[config.mk]
export PLATFORM = sky130hd
export DESIGN_NAME = instr_encoder_loader
export DESIGN_NICKNAME = d
export VERILOG_FILES = /design/src/rtl/instr_encoder_loader.sv
export SDC_FILE = /design/constraint.sdc
export NUM_CORES = 1
export LEC_CHECK = 0
export CAP_MARGIN = 20
export CORE_UTILIZATION = 45
export DETAILED_ROUTE_END_ITERATION = 8
export GPL_ROUTABILITY_DRIVEN = 0
export GPL_TIMING_DRIVEN = 0
export HOLD_SLACK_MARGIN = 0.02
export PLACE_DENSITY = 0.92
export SLEW_MARGIN = 20
export SYNTH_ARGS = -nofsm -noshare
export SYNTH_HDL_FRONTEND = slang
export SYNTH_SLANG_ARGS = --single-unit
[constraint.sdc]
create_clock -name clk -period 3.13 [get_ports clk]
set_clock_uncertainty 0.1 [all_clocks]
set_input_delay 0.313 -clock clk [delete_from_list [all_inputs] [get_ports clk]]
set_output_delay 0.313 -clock clk [all_outputs]
set_load 0.02 [all_outputs]
[src/rtl/instr_encoder_loader.sv]
// instr_encoder_loader
//
// Packs per-type instruction fields into 32-bit instruction words and streams
// them into instruction memory at consecutive word addresses. A load begins
// with a start pulse and ends when the word carrying the stop bit retires. It
// is aborted with err if a non-stop word retires at the last memory address.
//
// Word layout (all types): [31]=stop, [30:29]=type, [4:0]=opcode
//   R: [9:5]=rs1 [14:10]=rd [19:15]=rs2 [28:20]=0
//   J: [28:5]=simm24
//   I: [9:5]=rs1 [14:10]=rd [28:15]=imm14
//   S: [9:5]=rs1 [14:10]=rd [19:15]=rs2 [24:20]=sa [28:25]=0
//
// Ports:
//   clk, rst               clock (rising edge), async active-high reset
//   start                  begin a program load (ignored while loading)
//   in_valid / in_ready    field-bundle handshake
//   instr_type             00 R, 01 J, 10 I, 11 S ("type" is a reserved word)
//   opcode, rs1, rd, rs2,
//   imm14, simm24, sa      instruction fields; unused ones are ignored
//   stop                   marks the last instruction of the program
//   mem_we / mem_ready     memory write handshake; held word is in mem_wdata
//   mem_addr, mem_wdata    write address and encoded instruction
//   count                  words retired in the current load
//   busy, done, err        loading / finished by stop word / overflow abort

module instr_encoder_loader #(
  parameter int unsigned       ADDR_W    = 8,
  parameter logic [ADDR_W-1:0] BASE_ADDR = '0
) (
  input  logic              clk,
  input  logic              rst,
  input  logic              start,
  input  logic              in_valid,
  output logic              in_ready,
  input  logic [1:0]        instr_type,
  input  logic [4:0]        opcode,
  input  logic [4:0]        rs1,
  input  logic [4:0]        rd,
  input  logic [4:0]        rs2,
  input  logic [13:0]       imm14,
  input  logic [23:0]       simm24,
  input  logic [4:0]        sa,
  input  logic              stop,
  output logic              mem_we,
  input  logic              mem_ready,
  output logic [ADDR_W-1:0] mem_addr,
  output logic [31:0]       mem_wdata,
  output logic [ADDR_W:0]   count,
  output logic              busy,
  output logic              done,
  output logic              err
);

  localparam logic [1:0] TyR = 2'b00;
  localparam logic [1:0] TyJ = 2'b01;
  localparam logic [1:0] TyI = 2'b10;
  localparam logic [1:0] TyS = 2'b11;

  typedef enum logic [1:0] {StIdle, StLoad, StDone} state_e;

  state_e              state_q, state_d;
  logic                mem_we_q, mem_we_d;
  logic [ADDR_W-1:0]   mem_addr_q, mem_addr_d;
  logic [31:0]         mem_wdata_q, mem_wdata_d;
  logic [ADDR_W:0]     count_q, count_d;
  logic                done_q, done_d;
  logic                err_q, err_d;

  logic [31:0] enc_word;
  logic        stop_pending;
  logic        accept;
  logic        retire;
  logic        at_last_addr;

  // Field packing; unused fields of each type never reach the word.
  always_comb begin
    enc_word = '0;
    unique case (instr_type)
      TyR: enc_word[19:5]  = {rs2, rd, rs1};
      TyJ: enc_word[28:5]  = simm24;
      TyI: enc_word[28:5]  = {imm14, rd, rs1};
      TyS: enc_word[24:5]  = {sa, rs2, rd, rs1};
      default: enc_word = '0;
    endcase
    enc_word[4:0]   = opcode;
    enc_word[30:29] = instr_type;
    enc_word[31]    = stop;
  end

  // The held word's stop bit doubles as the stop-pending flag: once a stop
  // word is accepted no further word is taken until it retires.
  assign stop_pending = mem_we_q && mem_wdata_q[31];
  assign busy         = (state_q == StLoad);
  assign in_ready     = busy && !stop_pending && (!mem_we_q || mem_ready);
  assign accept       = in_valid && in_ready;
  assign retire       = mem_we_q && mem_ready;
  assign at_last_addr = &mem_addr_q;

  always_comb begin
    state_d     = state_q;
    mem_we_d    = mem_we_q;
    mem_addr_d  = mem_addr_q;
    mem_wdata_d = mem_wdata_q;
    count_d     = count_q;
    done_d      = done_q;
    err_d       = err_q;

    unique case (state_q)
      StIdle, StDone: begin
        if (start) begin
          state_d    = StLoad;
          mem_we_d   = 1'b0;
          mem_addr_d = BASE_ADDR;
          count_d    = '0;
          done_d     = 1'b0;
          err_d      = 1'b0;
        end
      end
      StLoad: begin
        if (retire) begin
          count_d  = count_q + 1'b1;
          mem_we_d = 1'b0;
          if (mem_wdata_q[31]) begin
            state_d = StDone;
            done_d  = 1'b1;
          end else if (at_last_addr) begin
            // No wrap-around: the load aborts with the address held.
            state_d = StDone;
            err_d   = 1'b1;
          end else begin
            mem_addr_d = mem_addr_q + 1'b1;
          end
        end
        // A word accepted on the overflowing edge is dropped with the load.
        if (accept && !(retire && !mem_wdata_q[31] && at_last_addr)) begin
          mem_we_d    = 1'b1;
          mem_wdata_d = enc_word;
        end
      end
      default: state_d = StIdle;
    endcase
  end

  always_ff @(posedge clk or posedge rst) begin
    if (rst) begin
      state_q     <= StIdle;
      mem_we_q    <= 1'b0;
      mem_addr_q  <= BASE_ADDR;
      mem_wdata_q <= '0;
      count_q     <= '0;
      done_q      <= 1'b0;
      err_q       <= 1'b0;
    end else begin
      state_q     <= state_d;
      mem_we_q    <= mem_we_d;
      mem_addr_q  <= mem_addr_d;
      mem_wdata_q <= mem_wdata_d;
      count_q     <= count_d;
      done_q      <= done_d;
      err_q       <= err_d;
    end
  end

  assign mem_we    = mem_we_q;
  assign mem_addr  = mem_addr_q;
  assign mem_wdata = mem_wdata_q;
  assign count     = count_q;
  assign done      = done_q;
  assign err       = err_q;

endmodule

## Word level (Yosys, flattened, before mapping)

Index checks and enable logic that the tools add are counted.

- Bits in writable memories: 0
- Logic and storage cells: 75
- Memories kept: 0
- Input bits: 71
- Bits in registers: 54
- Bits in latches: 0
- Output and inout bits: 54
- Bits in read-only memories: 0

- Muxes and demuxes: 27
- Divide/modulo/power cells: 0
- $add $sub $neg: 2
- Reductions and logical operators: 26
- Shifts and indexed selects: 0
- Order comparisons: 0
- Eq/ne operators: 13
- Multiply operators: 0
- Bitwise gates (word level): 0

Operators with widths:

| operator | count |
|---|---|
| case mux 15 bit (3 select lines) | 1 |
| 2-to-1 mux 8 bit | 4 |
| 2-to-1 mux 9 bit | 2 |
| case mux 9 bit (2 select lines) | 1 |
| case mux 8 bit (2 select lines) | 1 |
| case mux 5 bit (3 select lines) | 1 |
| AND reduction 5 bit | 2 |
| adder 9 x 1 -> 9 bit (second input constant) | 1 |
| AND reduction 3 bit | 3 |
| adder 8 x 1 -> 8 bit (second input constant) | 1 |
| logical AND 1 bit | 8 |
| 2-to-1 mux 1 bit | 8 |
| 2-to-1 mux 2 bit | 4 |
| case mux 4 bit (2 select lines) | 1 |
| AND reduction 8 bit | 1 |
| == test 2 bit (second input constant) | 3 |
| inequality test 2 x 1 -> 1 bit (second input constant) | 3 |
| inequality test 2 bit (second input constant) | 3 |
| inequality test 3 x 1 -> 1 bit (second input constant) | 2 |
| case mux 1 bit (2 select lines) | 3 |
| == test 2 x 1 -> 1 bit (second input constant) | 2 |
| zero test 1 bit | 4 |
| zero test 2 bit | 2 |
| case mux 2 bit (2 select lines) | 1 |
| other kinds (5) | 6 |

## Depth between registers and ports, before layout

- Word-level depth: 8
- Depth in mapped cells: 7
- Depth with buffers taken out: 6

## Worst setup path after synthesis

OpenSTA, ideal clock, no wires.

- Path kind: register to register
- Start point: reg mem_addr_q[0] (netlist: mem_addr[0])
- End point: reg mem_wdata_q[10] (netlist: mem_wdata[10])
- Arrival: 1.905 ns
- Stages on the path, launching flop included: 8
- Slack: 1.000 ns
- Path buffers: 2
- Cells stage by stage: dfrtp_1 > ha_1 > and4_4 > nand2_4 > o311a_1 > buf_6 > buf_12 > mux2_4

- Cells in the longest elaborated chain, start to end: 5

Ends and longest elaborated chain:

| element | line | text |
|---|---|---|
| from (decl) | 64 | `logic [ADDR_W-1:0] mem_addr_q, mem_addr_d;` |
| from (signal assigned) | 157 | `mem_addr_q <= mem_addr_d;` |
| AND reduction 8 bit | 98 | `assign at_last_addr = &mem_addr_q;` |
| logical AND 1 bit | 136 | `if (accept && !(retire && !mem_wdata_q[31] && at_last_addr)) begin` |
| zero test 1 bit | 136 |  |
| logical AND 1 bit | 136 |  |
| AND reduction 2 bit (no line) | n/a |  |
| to (signal assigned) | 158 | `mem_wdata_q <= mem_wdata_d;` |
| to (decl) | 65 | `logic [31:0] mem_wdata_q, mem_wdata_d;` |

Every way passes these cells.
A chain may end at the register's enable or synchronous reset.

## Final worst setup path

- Start point: in instr_type[1]
- End point: reg mem_wdata_q[14] (netlist: mem_wdata[14])

- Cells in the longest elaborated chain, start to end: 3
- Elaborated cells on any way between the ends: 6
- Classes of those cells: eq/ne: 3; mux: 1; reduce/logical: 2

Ends and longest elaborated chain:

| element | line | text |
|---|---|---|
| from (decl) | 36 | `input logic [1:0] instr_type,` |
| == test 2 bit or zero test 2 bit (tied branches) | 79 | `unique case (instr_type)` |
| OR reduction 2 bit (no line) | n/a |  |
| case mux 15 bit (3 select lines) * | 79 |  |

Mark *: on every way between the ends. The rest lies on a longest branch, timed or not.

==> results.md <==
STA:
- The part of the cycle the worst path needs is 0.759.
- In this run the tightest slew margin relative to its limit is 0.541.
- The total count of hold-check failures in the final report is 0.
- Setup violations remaining at the end of the flow were counted as 0.
- Setup repair after global routing left no endpoint under its margin.
- The maximum frequency from static timing analysis is 0.421 GHz.
- Hold is met by roughly 0.28 ns.
- The worst path meets setup with about 0.76 ns of slack.
- For the finished layout, the period the worst path requires is approximately 2.4 ns.
- The summed negative setup slack over all endpoints is 0 ns.
- The count of final max-slew check failures is 0.
- For the pin with the worst max-slew slack, the measured transition is 0.684 ns.

Clock network:
- In this run, post-CTS hold repair placed 0 buffers.
- The clock passes through at most 2 buffers.
- The post-CTS resize count is 0.
- The sink count of the clock tree is 54.
- The clock tree synthesis step divided the H-tree into 2 levels.
- The clock root buffer is clkbuf_8.
- The clock-pin slew of the registers on the worst-case setup and hold paths is ~0.09 ns.
- The total setup buffers inserted after CTS is 0.
- Buffers inserted during clock tree synthesis total 5.
- The clock latency on the worst-skew pair is roughly 0.30 ns.
- TritonCTS built the clock tree.

Die:
- The starting density of the core is 0.478.
- The floorplan step set the die width to approximately 82 um.
- The die covers just under 7000 um^2.
- The area of the placeable core is roughly 6100 um^2.
- roughly 130 I/O pins were placed.
- Measured along the y axis, the die boundary spans between 80 and 90 um.
- The placement row count is 28.

Job:
- The tool flagged a number of max-cap violations equal to 0.

Logic synthesis:
- The synthesized design contains 0 enable-type register cells.
- The share of flip-flops with an asynchronous set or reset is 1.00.
- In the synthesized netlist the dominant register cell turns out to be dfrtp_1.
- The warning count from the yosys run is 0.
- The cell count after synthesis came out at 242.
- The mean post-synth cell area is around 12 um^2.
- The mapped netlist covers ~2900 um^2.
- The sequential fraction of the synthesis area is 0.467.
- The post-synthesis net count is 320.
- The post-synthesis cell type count is 47.
- The number of synthesized register bits is 54.

Global route:
- The via count of the first global-routing pass is roughly 2.4k.
- Across every metal layer, demand over resource in global routing totals 0.221.
- The total overflow left after global routing is 0.
- The first global-routing pass estimated ~11000 um of wire.
- The initial antenna violation count is 0.
- Entering global routing, the biggest net connects 31 pins.

Detailed routing:
- The post-detailed-route DRC marker count is 0.
- Detailed routing inserted a total of 2420 vias.
- In this run, the number of DRC markers left after iteration 0 of detailed routing was 87.
- Using the TritonRoute via totals, the vias-per-cell ratio works out to ~5.4.
- The count of TritonRoute iterations in the first routing pass is 4.
- After detailed routing, the average wire length per cell comes to roughly 16 um.
- The remaining antenna violation count is 0.
- The routed design has slightly above 7000 um of wire.

Pwr:
- In this run the power density over the cells is 746 nW/um^2.
- The overall power is roughly 3.2 mW.
- The peak supply drop is ~560 uV.
- The leakage dissipation is 1.87 nW.

Finish:
- The antenna diode instance count is 0.
- The post-route standard cell area excluding fillers is 4330 um^2.
- Of the cells placed in the final design, the portion with a size suffix greater than 1 is 0.166.
- Relative to the synthesized area, the layout overhead comes to 49.7%.
- The number of nets in the layout is 452.

Critical path:
- Counting cells, the worst reg-to-reg path comes to 7.
- The flop-to-flop setup slack is 0.95 ns.
- STA classifies the critical path startpoint as a primary input.
- The worst setup path is captured at a flop.
- The critical path start-end classification is primary input to flop.
- In this run the worst path has a maximum fanout of 10.
- Data on the critical path arrives at its endpoint at approximately 2.5 ns.
- The startpoint identified for the worst register-to-register timing path is mem_addr[0]$_DFFE_PP0P_.
- The worst path required time is between 3 and 4 ns.
- The endpoint identified for the worst register-to-register timing path is mem_wdata[6]$_DFFE_PP0P_.

Placement:
- Buffers placed on the I/O ports in this run total about 120.
- The pre-CTS setup slack is between 0.4 and 0.5 ns.
- The post-place instance area is roughly 4300 um^2.
- The detailed placement HPWL is about 5500 um.

Min path:
- The worst hold path belongs to the class primary input to async pin.

Outcome:
- The flow ran to the end, and the final reports show no timing, DRC or antenna violations.
[stage by stage]
| step | utilization | cells |
|---|---|---|
| 6_report | 0.715 | 448 |
| 5_1_grt | 0.715 | 448 |
| 4_1_cts | 0.715 | 448 |
| 3_5_place_dp | 0.701 | 442 |
| 3_3_place_gp | 0.698 | 441 |
| 2_1_floorplan | - | 242 |
[where the power goes]
group / internal [mW] / switching [mW] / total (mW) / leakage [nW]
Clock: 0.171 / 0.213 / 0.385 / 0.0431
Combinational: 0.981 / 0.766 / 1.75 / 1.13
Sequential: 0.938 / 0.163 / 1.10 / 0.699
[worst max path at each step]
stage	start	endpoint	slack, ns	depth (start not counted)
finish	instr_type[1]	mem_wdata[14]$_DFFE_PP0P_	0.76	6
global route	instr_type[1]	mem_wdata[9]$_DFFE_PP0P_	0.67	6
floorplan	mem_addr[0]$_DFFE_PP0P_	mem_wdata[10]$_DFFE_PP0P_	1.00	7
detailed placement	instr_type[1]	mem_wdata[11]$_DFFE_PP0P_	0.43	6
CTS	instr_type[1]	mem_wdata[14]$_DFFE_PP0P_	0.75	6
global placement	rst	mem_wdata[22]$_DFFE_PP0P_	0.43	2
[logic make-up (layout without fill, tap and decap cells)]
group                    after synthesis  in the layout  share of synthesized area
AO/OA/AOI/OAI                         56             56                      0.150
XOR/XNOR                               4              4                     0.0121
adder cells (fa/ha/maj)                7              7                     0.0302
buffers and inverters                 20            151                     0.0557
flip-flops                            54             54                      0.467
multiplexers                          35             35                      0.172
AND/OR/NAND/NOR                       66             66                      0.113
[cells in the final DEF, fill, tap and decap left out, types with 2 or more instances in the layout]
cell type          n
a211oi_1           6
a21oi_1            4
a222oi_1           5
a22o_1             4
a22o_2             6
a22oi_1            9
a31oi_1            3
and3_1             2
and4b_1            2
buf_12             4
clkbuf_1           6
clkbuf_8           8
clkdlybuf4s50_1  124
dfrtp_1           54
ha_1               7
inv_1              4
mux2_2             3
mux2_4            29
mux2i_1            3
nand2_1           19
nand3_1           10
nand4_1            3
nor2_1            19
nor3_1             2
o21ai_0           11
xnor2_1            3
[state kept, by name, indices dropped and copies added, names as in the netlist]
register,count
count,9
mem_addr,8
err,1
mem_we,1
state_q,2
done,1
mem_wdata,32
[synth_stat cells (4+ instances only)]
library cell	count	area, um^2
inv_1	5	18.8
nor2_1	19	71.3
nand2_1	19	71.3
ha_1	7	87.6
mux2_4	29	435
a22oi_1	9	67.6
a22o_1	4	35.0
dfrtp_1	54	1350
a211oi_1	6	45.0
nand3_1	10	50.1
a222oi_1	5	50.1
clkbuf_1	6	22.5
a22o_2	6	60.1
a21oi_1	4	20.0
o21ai_0	11	55.1
[critical path: stages]
cell and delay [ns]:
clkdlybuf4s50_1 0.53, inv_1 0.10, ha_1 0.24, dlygate4sd3_1 0.73, a22o_2 0.30, mux2_4 0.25
[cell type report]
type	count	area, um^2
inverter	6	22.5
clock buffer	6	82.6
fill	448	1730
multi-input combinational	168	1380
buffer	14	139
tap	75	93.8
sequential	54	1350
timing repair buffer	125	1260
[metal layers]
metal / routed length [um] / GRT usage / vias to the layer above
li1: - / - / 1151
met5: 0 / 0 / -
met1: 3050 / 0.278 / 1173
met2: 3520 / 0.382 / 87
met3: 482 / 0.0549 / 9
met4: 70 / 0.0474 / 0
Power figures use the tool's default switching activity.
